File: src/rtl/epu_pkg.sv
// Shared EPU definitions: layer ids, per-layer row lengths, the activation-SRAM
// write entry and the ofmap writer state encoding.
package epu_pkg;

  localparam logic [2:0] LAYER_CONV0 = 3'd0;
  localparam logic [2:0] LAYER_CONV1 = 3'd1;
  localparam logic [2:0] LAYER_CONV2 = 3'd2;
  localparam logic [2:0] LAYER_CONV3 = 3'd3;
  localparam logic [2:0] LAYER_FC0   = 3'd5;
  localparam logic [2:0] LAYER_FC1   = 3'd6;

  localparam logic [5:0] ROW_LEN_CONV0 = 6'd48;
  localparam logic [5:0] ROW_LEN_CONV1 = 6'd22;
  localparam logic [5:0] ROW_LEN_CONV2 = 6'd9;
  localparam logic [5:0] ROW_LEN_CONV3 = 6'd2;
  localparam logic [5:0] ROW_LEN_FC    = 6'd1;

  // Wide enough for any byte-address width up to 32 bits.
  localparam int unsigned WR_ADDR_W = 30;

  typedef struct packed {
    logic [WR_ADDR_W-1:0] addr;
    logic [31:0]          data;
    logic [3:0]           strb;
  } wr_entry_t;

  typedef enum logic [1:0] {
    StIdle,
    StCollect,
    StDrain,
    StDone
  } wr_state_e;

  function automatic logic [5:0] row_len(input logic [2:0] layer);
    case (layer)
      LAYER_CONV0:          return ROW_LEN_CONV0;
      LAYER_CONV1:          return ROW_LEN_CONV1;
      LAYER_CONV2:          return ROW_LEN_CONV2;
      LAYER_CONV3:          return ROW_LEN_CONV3;
      LAYER_FC0, LAYER_FC1: return ROW_LEN_FC;
      default:              return 6'd0;
    endcase
  endfunction

endpackage

File: src/rtl/word_fifo.sv
// Synchronous FIFO of SRAM write entries with a registered head copy, so the
// write port is driven straight from flops.
module word_fifo
  import epu_pkg::*;
#(
  parameter int unsigned Depth = 4
) (
  input  logic      clk,
  input  logic      rst_n,
  input  logic      push,
  input  wr_entry_t push_data,
  input  logic      pop,
  output wr_entry_t head,
  output logic      full,
  output logic      empty,
  output logic      last
);

  localparam int unsigned PtrW = $clog2(Depth);

  wr_entry_t       mem_q [Depth];
  wr_entry_t       head_q;
  logic [PtrW-1:0] wr_q, rd_q, rd_nxt;
  logic [PtrW:0]   cnt_q;
  logic            push_ok, pop_ok;

  assign full    = (cnt_q == (PtrW+1)'(Depth));
  assign empty   = (cnt_q == '0);
  assign last    = (cnt_q == (PtrW+1)'(1));
  assign push_ok = push && !full;
  assign pop_ok  = pop && !empty;
  assign rd_nxt  = rd_q + 1'b1;
  assign head    = head_q;

  always_ff @(posedge clk) begin
    if (push_ok) begin
      mem_q[wr_q] <= push_data;
    end
  end

  always_ff @(posedge clk or negedge rst_n) begin
    if (!rst_n) begin
      wr_q   <= '0;
      rd_q   <= '0;
      cnt_q  <= '0;
      head_q <= '0;
    end else begin
      if (push_ok) begin
        wr_q <= wr_q + 1'b1;
      end
      if (pop_ok) begin
        rd_q <= rd_nxt;
      end
      case ({push_ok, pop_ok})
        2'b10:   cnt_q <= cnt_q + 1'b1;
        2'b01:   cnt_q <= cnt_q - 1'b1;
        default: cnt_q <= cnt_q;
      endcase
      // Head follows the oldest entry; a push into an (emptying) FIFO bypasses storage.
      if (push_ok && (empty || (pop_ok && last))) begin
        head_q <= push_data;
      end else if (pop_ok && !last) begin
        head_q <= mem_q[rd_nxt];
      end
    end
  end

endmodule

File: src/rtl/ofmap_writer.sv
// Packs the requantized byte stream of one output row into 32-bit little-endian
// words and writes them to the activation SRAM through a small word FIFO.
module ofmap_writer
  import epu_pkg::*;
#(
  parameter int unsigned FIFO_DEPTH = 4,
  parameter int unsigned ADDR_W     = 16
) (
  input  logic              clk,
  input  logic              rst_n,
  input  logic              start,
  input  logic [2:0]        layer,
  input  logic [ADDR_W-1:0] base_addr,
  input  logic              data_valid,
  input  logic [7:0]        data_in,
  output logic              mem_req,
  input  logic              mem_ready,
  output logic [ADDR_W-3:0] mem_addr,
  output logic [31:0]       mem_wdata,
  output logic [3:0]        mem_wstrb,
  output logic              busy,
  output logic              done,
  output logic              overflow
);

  wr_state_e         state_q, state_d;
  logic [ADDR_W-1:0] ptr_q, ptr_d;
  logic [5:0]        cnt_q, cnt_d, len_q, len_d;
  logic [31:0]       pack_data_q, pack_data_d;
  logic [3:0]        pack_strb_q, pack_strb_d;
  logic              overflow_q, overflow_d;

  logic [5:0]  start_len;
  logic        last_byte;
  logic [31:0] lane_data;
  logic [3:0]  lane_strb;
  logic        push, pop;
  wr_entry_t   push_entry, head;
  logic        fifo_full, fifo_empty, fifo_last;
  logic        unused_head_addr;

  assign start_len = row_len(layer);
  assign last_byte = (cnt_q == len_q - 6'd1);

  always_comb begin
    state_d     = state_q;
    ptr_d       = ptr_q;
    cnt_d       = cnt_q;
    len_d       = len_q;
    pack_data_d = pack_data_q;
    pack_strb_d = pack_strb_q;
    overflow_d  = overflow_q;
    lane_data   = pack_data_q;
    lane_strb   = pack_strb_q;
    push        = 1'b0;
    push_entry  = '0;

    unique case (state_q)
      StIdle: begin
        if (start) begin
          ptr_d       = base_addr;
          cnt_d       = '0;
          len_d       = start_len;
          pack_data_d = '0;
          pack_strb_d = '0;
          overflow_d  = 1'b0;
          state_d     = (start_len == 6'd0) ? StDone : StCollect;
        end
      end
      StCollect: begin
        if (data_valid) begin
          lane_data[{ptr_q[1:0], 3'b000} +: 8] = data_in;
          lane_strb[ptr_q[1:0]]                = 1'b1;
          pack_data_d = lane_data;
          pack_strb_d = lane_strb;
          ptr_d       = ptr_q + 1'b1;
          cnt_d       = cnt_q + 6'd1;
          if (ptr_q[1:0] == 2'd3 || last_byte) begin
            push            = 1'b1;
            push_entry.addr = WR_ADDR_W'(ptr_q[ADDR_W-1:2]);
            push_entry.data = lane_data;
            push_entry.strb = lane_strb;
            pack_data_d     = '0;
            pack_strb_d     = '0;
            // A full FIFO drops the word; the row still runs to completion.
            if (fifo_full) begin
              overflow_d = 1'b1;
            end
          end
          if (last_byte) begin
            state_d = StDrain;
          end
        end
      end
      StDrain: begin
        // Leave as the final word is accepted so done lands in the next cycle.
        if (fifo_empty || (fifo_last && pop)) begin
          state_d = StDone;
        end
      end
      StDone: begin
        state_d = StIdle;
      end
      default: begin
        state_d = StIdle;
      end
    endcase
  end

  always_ff @(posedge clk or negedge rst_n) begin
    if (!rst_n) begin
      state_q     <= StIdle;
      ptr_q       <= '0;
      cnt_q       <= '0;
      len_q       <= '0;
      pack_data_q <= '0;
      pack_strb_q <= '0;
      overflow_q  <= 1'b0;
    end else begin
      state_q     <= state_d;
      ptr_q       <= ptr_d;
      cnt_q       <= cnt_d;
      len_q       <= len_d;
      pack_data_q <= pack_data_d;
      pack_strb_q <= pack_strb_d;
      overflow_q  <= overflow_d;
    end
  end

  word_fifo #(
    .Depth(FIFO_DEPTH)
  ) u_word_fifo (
    .clk      (clk),
    .rst_n    (rst_n),
    .push     (push),
    .push_data(push_entry),
    .pop      (pop),
    .head     (head),
    .full     (fifo_full),
    .empty    (fifo_empty),
    .last     (fifo_last)
  );

  assign mem_req          = !fifo_empty;
  assign pop              = mem_req && mem_ready;
  assign mem_addr         = head.addr[ADDR_W-3:0];
  assign mem_wdata        = head.data;
  assign mem_wstrb        = head.strb;
  assign unused_head_addr = ^head.addr;

  assign busy     = (state_q != StIdle) || start;
  assign done     = (state_q == StDone);
  assign overflow = overflow_q;

endmodule
File: config.mk
export PLATFORM = sky130hd
export DESIGN_NAME = ofmap_writer
export DESIGN_NICKNAME = d
export VERILOG_FILES = /design/src/rtl/epu_pkg.sv /design/src/rtl/word_fifo.sv /design/src/rtl/ofmap_writer.sv
export SDC_FILE = /design/constraint.sdc
export NUM_CORES = 1
export LEC_CHECK = 0
export BUFFER_PORTS_ARGS = -buffer_cell sky130_fd_sc_hd__buf_2
export CORE_ASPECT_RATIO = 1.1
export CORE_MARGIN = 3
export CORE_UTILIZATION = 50
export CTS_CLUSTER_DIAMETER = 50
export DETAILED_ROUTE_END_ITERATION = 16
export HOLD_SLACK_MARGIN = 0.05
export PLACE_DENSITY = 0.7
export SLEW_MARGIN = 10
export SYNTH_ARGS = -nofsm -noshare
export SYNTH_HDL_FRONTEND = slang
export SYNTH_SLANG_ARGS = --single-unit
File: constraint.sdc
create_clock -name clk -period 4.35 [get_ports clk]
set_input_delay 0.6525 -clock clk [delete_from_list [all_inputs] [get_ports clk]]
set_output_delay 0.6525 -clock clk [all_outputs]
set_load 0.05 [all_outputs]
## Word level (Yosys, flattened, before mapping)

Memories as Yosys holds them, arrays and structs flattened.
Index checks and enable logic that the tools add are counted.

- Flip-flop bits (word level): 124
- Bits in latches: 0
- RAM bits: 200
- Memory bits (read-only): 0
- Input bits: 32
- Output and inout bits: 54
- Logic and storage cells: 115
- Memories kept: 1

- $add $sub $neg: 8
- Multipliers: 0
- Divide/modulo/power cells: 0
- $lt $le $gt $ge: 2
- Eq/ne operators: 20
- Shift operators: 2
- Mux-type cells: 40
- Bitwise gates (word level): 1
- Reductions and logical operators: 28

Memories:

| name | depth | width | rd ports | clocked after memory_dff | write ports | line | RTL |
|---|---|---|---|---|---|---|---|
| u_word_fifo.mem_q | 4 | 50 | 1 | 0 | 1 | word_fifo.sv:21 | `wr_entry_t mem_q [Depth];` |

Operators with widths:

| operator | count |
|---|---|
| two-way mux 50 bit | 5 |
| two-way mux 32 bit | 3 |
| one-hot mux 32 bit (2 select lines) | 1 |
| bitwise mux 32 bit | 1 |
| two-way mux 16 bit | 2 |
| one-hot mux 16 bit (2 select lines) | 1 |
| variable shift 8 x 7 -> 32 bit, first input constant | 1 |
| variable part select 8 x 7 -> 32 bit | 1 |
| one-hot mux 6 bit (5 select lines) | 1 |
| adder 16 x 1 -> 16 bit, second input constant | 1 |
| two-way mux 4 bit | 3 |
| two-way mux 6 bit | 2 |
| one-hot mux 6 bit (2 select lines) | 1 |
| two-way mux 1 bit | 10 |
| two-way mux 2 bit | 5 |
| inequality test 2 bit, second input constant | 5 |
| == test 3 bit, second input constant | 3 |
| == test 2 bit, second input constant | 4 |
| logical AND 1 bit | 8 |
| one-hot mux 2 bit (4 select lines) | 1 |
| one-hot mux 4 bit (2 select lines) | 1 |
| nonzero test 2 bit | 4 |
| negation 5 -> 7 bit | 1 |
| adder 6 x 1 -> 6 bit, second input constant | 1 |
| 25 further kinds | 35 |

## Depth between registers and ports, before layout

Gate-level depths: netlist (run 1).

- Word-level depth: 9
- Mapped depth: 10
- Mapped depth without buffers: 10

## Modules after synthesis

Synthesis (run 1) repeated with hierarchy kept, for this count alone.

- Cells, all modules: 1226
- Area total of the unflattened synthesis: 17254.0 µm²

By module, submodules not included:

| module | times used | cells each | area an instance (µm²) | seq. area each (µm²) |
|---|---|---|---|---|
| word_fifo | 1 | 754 | 13043.8 | 9754.4 |
| ofmap_writer | 1 | 472 | 4210.3 | 1676.6 |

## Worst setup path before layout (run 1)

Ideal clock, no wire load.

- Path kind: register -> register
- Start: reg len_q[0]
- End: mem u_word_fifo.mem_q[0][0] in the netlist's numbering (enable)
- Library setup time: 458 ps
- Arrival: 4015 ps
- Required time: 3892 ps
- Slack: -123 ps
- Stages on the path, launching flop included: 8
- Buffers on the path: 0
- Period minus slack after synthesis: 4473 ps
- Cell sequence: dfrtp_1 -> inv_1 -> ha_1 -> or3b_1 -> a211o_1 -> nor4b_1 -> a21oi_1 -> nor2_1

- Word-level cells in the longest chain between the ends: 9

Ends and longest elaborated chain:

| element | line | RTL |
|---|---|---|
| from (decl) | ofmap_writer.sv:28 | `logic [5:0] cnt_q, cnt_d, len_q, len_d;` |
| from (signal assigned) | ofmap_writer.sv:123 | `len_q <= len_d;` |
| subtractor 6 x 1 -> 6 bit | ofmap_writer.sv:43 | `assign last_byte = (cnt_q == len_q - 6'd1);` |
| == test 6 bit | ofmap_writer.sv:43 |  |
| logical OR 1 bit | ofmap_writer.sv:78 | `if (ptr_q[1:0] == 2'd3 \|\| last_byte) begin` |
| two-way mux 1 bit | ofmap_writer.sv:78 |  |
| two-way mux 1 bit | ofmap_writer.sv:71 | `if (data_valid) begin` |
| two-way mux 1 bit | ofmap_writer.sv:58 | `unique case (state_q)` |
| logical AND 1 bit | word_fifo.sv:30 | `assign push_ok = push && !full;` |
| two-way mux 1 bit | word_fifo.sv:36 | `if (push_ok) begin` |
| two-way mux 1 bit (implied by the code) | word_fifo.sv:37 | `mem_q[wr_q] <= push_data;` |
| to (decl) | word_fifo.sv:21 |  |

Every way passes these cells.

## Final worst setup path (run 1)

- Start: reg len_q[0]
- End: mem u_word_fifo.mem_q[0][10] in the netlist's numbering (enable)

The elaborated chain is that of the path after synthesis.

==> metrics.md, run 1 <==
| Metric | Value |
|---|---|
| Core area | `0.0274 sq mm` |
| Period minus WS final | `3.09 ns` |
| Fin crit share | `0.711` |
| Layout cell share with drive strength beyond 1 | `0.232` |
| Final Max Tran Viols | `0` |
| Largest net degree at the start of global routing | `about 80` |
| Number of synthesized register bits | `324` |
| Clk sink count | `324` |
| Final Hold Viols | `0` |
| Total Power | `about 0.012 W` |
| CTS tree | `yes` |
| DRC | `0` |
| Hold_buf cts | `0` |
| ANT nets after route | `0` |
| Layout Area Growth over Synthesis | `15.1%` |
| Chip width | `166 um` |
| Setup tns final | `0 ns` |
| Number of global-route vias before repair | `8938` |
| Cells after Synth | `974` |
| WL per Instance | `roughly 22 um` |
| Asr flop ratio synth | `0.383` |
| Max Root-Sink Buffers | `3` |
| Maximum vdd drop | `0.455 mV` |
| Most frequent cells in the layout | `edfxtp_1 (200), dfrtp_1 (122), buf_2 (84)` |
| Synthesized area per cell | `14.5 sq um` |
| Multi-input gate area in the final layout | `roughly 0.0048 sq mm` |
| Die ar. | `0.0304 sq mm` |
| Via count | `8516` |
| # rows | `63` |
| Initial antenna violation count | `0` |
| RSZ-0062 raised after global routing | `false` |
| Least-Margin Pin Slew | `1.11 ns` |
| GP Congestion | `0.788` |
| Initial core utilization | `0.516` |
| Routed vias/inst | `about 5.9` |
| Crit path required time | `4.48 ns` |
| First-pass GRT wire length | `slightly above 50000 um` |
| Die H | `182 um` |
| Total Routing Usage GR | `0.213` |
| Max_slew headroom | `0.260` |
| Most common cell after layout, fill and taps aside | `edfxtp_1` |
| Grt total ovfl | `0` |
| Status | `completed` |
| Worst Path Max Fanout | `35` |
| H-tree depth | `2` |
| Maxcap violations | `0` |
| DR iter-0 viols | `619` |
| Clock Skews | `0.0137 ns` |
| Element type at the critical path end | `register` |
| I/O Pins | `86` |
| Routed WL | `31900 um` |
| PortBufs | `85` |
| Root buf cell | `clkbuf_16` |
| # setup viols final | `0` |
| Leak | `~6.6 nW` |
| Syn Std Cell Area | `0.0141 sq mm` |
| 1st-pass router iterations | `5` |
| Post-synth EDFFs | `200` |
| Worst EP arrival | `3.22 ns` |
| Register area | `0.00911 sq mm` |
| Worst Hold Class | `in -> async` |
| TritonCTS buffer count | `35` |
| Post-CTS setup buffer count | `0` |
| Final hold slack | `0.162 ns` |
| Primary FF master, synth | `edfxtp_1` |
| Yosys warning total | `0` |
| Yosys cell types | `53` |
| Register area share after synthesis | `0.644` |
| Ant diodes | `0` |
| Clock Pin Slew Worst Setup and Hold Paths | `0.06 ns` |
| Filler Cells Inserted | `between 2000 and 2500` |
| CP Class | `reg -> reg` |
| Post-DP HPWL | `19100 um` |
| # resized after CTS | `0` |
| Syn Nets | `slightly above 1000` |
| Final Core Density | `0.594` |
| Fmax | `0.324 GHz` |
| Startpoint type of the worst setup path | `register` |
| Clock Latency Late Sink | `around 0.5 ns` |
| Power Density | `721 mW/mm^2` |
| NumNets Final | `about 1100` |
-- registers in the layout, indices dropped and copies added, names as in the netlist --
signal,cells
pack_data_q,32
cnt_q,6
overflow,1
u_word_fifo.cnt_q,3
u_word_fifo.mem_q,200
ptr_q,16
u_word_fifo.head,50
state_q,2
len_q,6
u_word_fifo.wr_q,2
pack_strb_q,4
u_word_fifo.rd_q,2
-- critical path, stage by stage, from the launching register on --
cell and delay, ns:
dfrtp_1 0.41, inv_1 0.10, ha_1 0.23, or3b_1 0.36
a211o_1 0.38, nor4b_1 0.32, a21oi_1 0.11, buf_4 0.23
nor2_4 0.10, buf_4 0.45
-- path summary, 6_finish.rpt --
| check | start | to | slack [ns] | cells past startpoint |
|---|---|---|---|---|
| min reg2reg | pack_data_q[25] | pack_data_q[25] | 0.47 | 2 |
| min | rst_n | len_q[3] | 0.16 | 1 |
| min in group clk | layer[2] | len_q[1] | 0.40 | 2 |
| max reg2reg | len_q[0] | u_word_fifo.mem_q[0][10] | 1.26 | 9 |
| max in group asynchronous | rst_n | u_word_fifo.head[13] | 3.32 | 2 |
| max | len_q[0] | u_word_fifo.mem_q[0][10] | 1.26 | 9 |
-- report_power, final --
part	switching, W	leakage [nW]	internal (W)
Combinational	0.00278	2.42	0.00156
Clock	0.00116	0.580	0.00192
Sequential	0.000572	3.55	0.00375
-- cells in the mapped netlist (all sizes together), types with 11 or more instances --
cell	n	area share
mux2i	81	0.057
nor3b	14	0.0074
nor2	30	0.0080
dfrtp	124	0.22
inv	19	0.0050
buf	16	0.0058
edfxtp	200	0.42
xnor2	12	0.0074
ha	24	0.021
mux4	50	0.080
nor2b	35	0.015
mux2	31	0.025
nor3	48	0.018
a32oi	11	0.0068
a21oi	47	0.017
clkbuf	36	0.0096
nand3	11	0.0039
o21ai	42	0.015
nand2	84	0.022
-- per-layer routing --
layer	routed length [um]	track usage	up-vias
met5	0	0	-
met4	753	0.0587	0
met3	1490	0.0295	55
met2	16200	0.363	237
met1	13400	0.291	4381
li1	-	-	3843
-- logic make-up after synthesis --
logic type / share of synthesized area
flip-flops: 0.644
multiplexers: 0.162
adder cells (fa/ha/maj): 0.0212
buffers and inverters: 0.0204
AND/OR/NAND/NOR: 0.0878
AO/OA/AOI/OAI: 0.0547
XOR/XNOR: 0.0105
-- stage by stage --
stage / setup slack, ns / instances / instance area (sq um)
3_5_place_dp: 1.29 / 1385 / 15100
6_report: 1.26 / 1448 / 16300
4_1_cts: 1.24 / 1448 / 16300
5_1_grt: 1.05 / 1448 / 16300
2_1_floorplan: -0.123 / 974 / 14100
3_3_place_gp: 1.33 / 1385 / 15100
-- cell type report --
type / count / area share
multi-input combinational: 579 / 0.296
timing repair buffer: 106 / 0.0383
inverter: 19 / 0.00438
sequential: 324 / 0.560
tap: 357 / 0.0274
clock buffer: 53 / 0.0624
clock inverter: 10 / 0.0114
No activity file was read; power rests on OpenSTA's default activity.
==> inputs of run 2 (changes only) <==
- ABC_AREA: default -> 1
- clock period: 4.35 -> 2.5 ns (I/O delays scaled with it)
==> run 2 against run 1 <==
Compared with the run above: via count is 29% higher; final area is 5.3% higher; sequential power is 66% higher; highest routed layer unchanged; clock power is 74% higher; die area is 4.6% higher; fmax is 33% higher; largest cell class unchanged; global-route usage is 2.0 points higher; count of clock-buffer cells in the layout is 5 lower; critical endpoint is now u_word_fifo.head[31]; hold slack worse by 0.086 ns; non-clock buffer count is 13 higher; critical path depth is 2 lower; sequential share of layout area is 2.8 points lower.
==> metrics.md, run 2 <==
| Metric | Value |
|---|---|
| Fin crit share | `0.930 (+0.219)` |
| Number of synthesized register bits | `324 (unchanged)` |
| Pint | `0.0123 W (+70%)` |
| Synthesized area per cell | `9.98 sq um (-31%)` |
| Maximum vdd drop | `0.745 mV (+64%)` |
| Register share of total power | `0.337 (-0.031)` |
| WL per Instance | `18.8 um (-15%)` |
| Clock Skews | `0.00815 ns (-0.00557 ns)` |
| Yosys cell types | `43 (-19%)` |
| Most common cell after layout, fill and taps aside | `nand2_1` |
| CP Class | `reg -> reg` |
| Filler Cells Inserted | `2379 (+11%)` |
| Layout cell share with drive strength beyond 1 | `0.167 (-0.0646)` |
| Clock Pin Slew Worst Setup and Hold Paths | `0.06 ns (about the same)` |
| First-pass GRT wire length | `58900 um (+16%)` |
| Max Root-Sink Buffers | `3 (unchanged)` |
| Yosys top cell by area | `edfxtp_1` |
| Post-synth EDFFs | `200 (unchanged)` |
| Leak | `7.24 nW (+10%)` |
| GP Congestion | `0.880 (+12%)` |
| RSZ-0062 raised after global routing | `false` |
| NumNets Final | `1625 (+45%)` |
| Final Max Tran Viols | `0 (unchanged)` |
| Maxcap violations | `0 (unchanged)` |
| Max_slew headroom | `0.602 (+0.342)` |
| PortBufs | `85 (unchanged)` |
| Total Routing Usage GR | `0.233 (+0.0200)` |
| Status | `completed` |
| 1st-pass router iterations | `5 (unchanged)` |
| Syn Std Cell Area | `0.0148 sq mm (+4.8%)` |
| Cell with the most instances after synthesis | `nand2_1` |
| Final Hold Viols | `0 (unchanged)` |
| Routed vias/inst | `5.59 (-4.9%)` |
| Area share of the largest cell type after synthesis | `0.405 (-0.0194)` |
| DRC | `0 (unchanged)` |
| Worst Hold Class | `in -> reg` |
| Setup tns final | `0 ns (unchanged)` |
| Primary FF master, synth | `edfxtp_1` |
| Core area | `0.0290 sq mm (+5.5%)` |
| Post-DP HPWL | `23000 um (+20%)` |
| Initial antenna violation count | `0 (unchanged)` |
| # rows | `65 (+3.2%)` |
| Sw Pwr | `0.00898 W (+99%)` |
| Power Density | `1240 mW/mm^2 (+72%)` |
| Register area share after synthesis | `0.614 (-0.0294)` |
| Clock Latency Late Sink | `0.52 ns (about the same)` |
| Least-Margin Pin Slew | `0.597 ns (-0.508 ns)` |
| Largest register FFs | `200 (unchanged)` |
| Area contributors post-synth | `edfxtp_1 (41%), dfrtp_1 (21%), nand2_1 (7.8%), nand3_1 (6.0%), inv_1 (4.5%)` |
| I/O Pins | `86 (unchanged)` |
| Via count | `11000 (+29%)` |
| Clk sink count | `324 (unchanged)` |
| # setup viols final | `0 (unchanged)` |
| Chip width | `170 um (+2.3%)` |
| Initial core utilization | `0.512 (-0.00372)` |
| H-tree depth | `2 (unchanged)` |
| Grt total ovfl | `0 (unchanged)` |
| Ant diodes | `0 (unchanged)` |
| Hold Path Stages | `2` |
| TritonCTS buffer count | `36 (+2.9%)` |
| Worst Path Max Fanout | `8 (-77%)` |
| ANT nets after route | `0 (unchanged)` |
| Layout Area Growth over Synthesis | `15.7%` |
| Element type at the critical path end | `register` |
| Part of the power in combinational logic | `0.412 (+0.042)` |
| Asr flop ratio synth | `0.383 (unchanged)` |
| CTS tree | `yes` |
| Flop2flop setup slack | `0.18 ns (-1.08 ns)` |
| Number of global-route vias before repair | `11000 (+23%)` |
| Top post-synthesis cells by count | `nand2_1 (307), edfxtp_1 (200), nand3_1 (178)` |
| Fmax | `0.430 GHz (+33%)` |
| Syn Nets | `1542 (+50%)` |
| Crit path required time | `2.95 ns (-1.53 ns)` |
| Die ar. | `0.0318 sq mm (+4.6%)` |
| Sw frac | `0.422 (+0.0375)` |
| Root buf cell | `clkbuf_16` |
| Biggest register | `u_word_fifo.mem_q` |
| DR iter-0 viols | `926 (+50%)` |
| Cells after Synth | `1486 (+53%)` |
| Clock power frac | `0.251 (-0.011)` |
| Largest net degree at the start of global routing | `103 (+27%)` |
| Routed WL | `36900 um (+16%)` |
| Reg2Reg Depth | `7 (-2)` |
| Startpoint type of the worst setup path | `register` |
| Period minus WS final | `2.32 ns (-0.766 ns)` |
| Yosys warning total | `0 (unchanged)` |
| Worst EP arrival | `2.78 ns (-0.44 ns)` |
| Die H | `187 um (+2.3%)` |
| Total Power | `0.0213 W (+81%)` |
| Most frequent cells in the layout | `nand2_1 (306), edfxtp_1 (200), nand3_1 (178)` |
==> run 2: cell count changes after synthesis, moves of 41 or more <==
cell      previous run  this run
inv_1               19       177
mux2i_1             81         0
mux4_2              50         0
nand2_1             84       307
nand3_1             11       178
nor2_2               0        51
nor3_1              47         4
o211ai_1             0        55
o21ai_1              2        43
==> run 2: power groups by stage <==
stage / combinational, W / clock (W) / sequential [W]
2_1_floorplan: 0.00491 / 0 / 0.00856
3_3_place_gp: 0.00856 / 0 / 0.00725
3_5_place_dp: 0.00871 / 0 / 0.00728
4_1_cts: 0.00877 / 0.00541 / 0.00717
5_1_grt: 0.00967 / 0.00561 / 0.00728
6_report: 0.00877 / 0.00535 / 0.00718
==> run 2: through the flow <==
stage	hold slack, ns	util	area [sq um]	instances	setup WS (ns)
3_3_place_gp	0.344	0.549	15900	1898	0.193
2_1_floorplan	0.0794	-	14900	1486	-0.0535
4_1_cts	0.0640	0.591	17100	1964	0.157
5_1_grt	0.104	0.592	17200	1964	0.0251
6_report	0.0758	0.592	17200	1964	0.175
3_5_place_dp	0.344	0.549	15900	1898	0.161
==> run 2: layer usage <==
| layer | vias to the layer above | GRT usage | routed length, um |
|---|---|---|---|
| met1 | 5348 | 0.323 | 15800 |
| met5 | - | 0 | 0 |
| met2 | 408 | 0.375 | 17500 |
| met4 | 0 | 0.0743 | 913 |
| li1 | 5154 | - | - |
| met3 | 73 | 0.0432 | 2690 |
==> run 2: kinds of logic after synthesis <==
kind of cell | after synthesis | share of synthesized area
adders and majority gates | 24 | 0.0203
buffers and inverters | 263 | 0.0722
xor gates and xnor gates | 15 | 0.00886
DFF | 324 | 0.614
AOI/OAI and AO/OA | 227 | 0.0912
and+or+nand+nor | 633 | 0.193
==> run 2: cell type report <==
cell class,instances,area [sq um],share of cell area
well taps,368,460,0.0268
clock buffers,48,1030,0.0600
inverters,189,711,0.0414
multi-input cells,899,4750,0.277
flip-flops and latches,324,9110,0.531
repair buffers,119,911,0.0531
clock inverters,17,179,0.0104
==> run 2: critical path, cell delays in order (launching register included) <==
cell and delay, ns:
dfrtp_1 0.44, inv_1 0.17, ha_1 0.31, nor4_4 0.55
a22oi_1 0.27, nor2_2 0.32, nand2_1 0.11, nand3_1 0.08
==> run 2: path summary, 6_finish.rpt <==
check	start	to
max in group asynchronous	rst_n	u_word_fifo.head[2]
min in group asynchronous	rst_n	pack_data_q[20]
max reg2reg	ptr_q[1]	u_word_fifo.head[31]
min reg2reg	pack_data_q[27]	pack_data_q[27]
min	layer[0]	len_q[5]
max	ptr_q[1]	u_word_fifo.head[31]
==> run 2: repair_timing <==
item,in CTS,in global routing
resized for setup,0,3
hold buffers,1,0
setup buffers,0,0
endpoints found under the setup margin,0,4
endpoints found under the hold margin,30,0
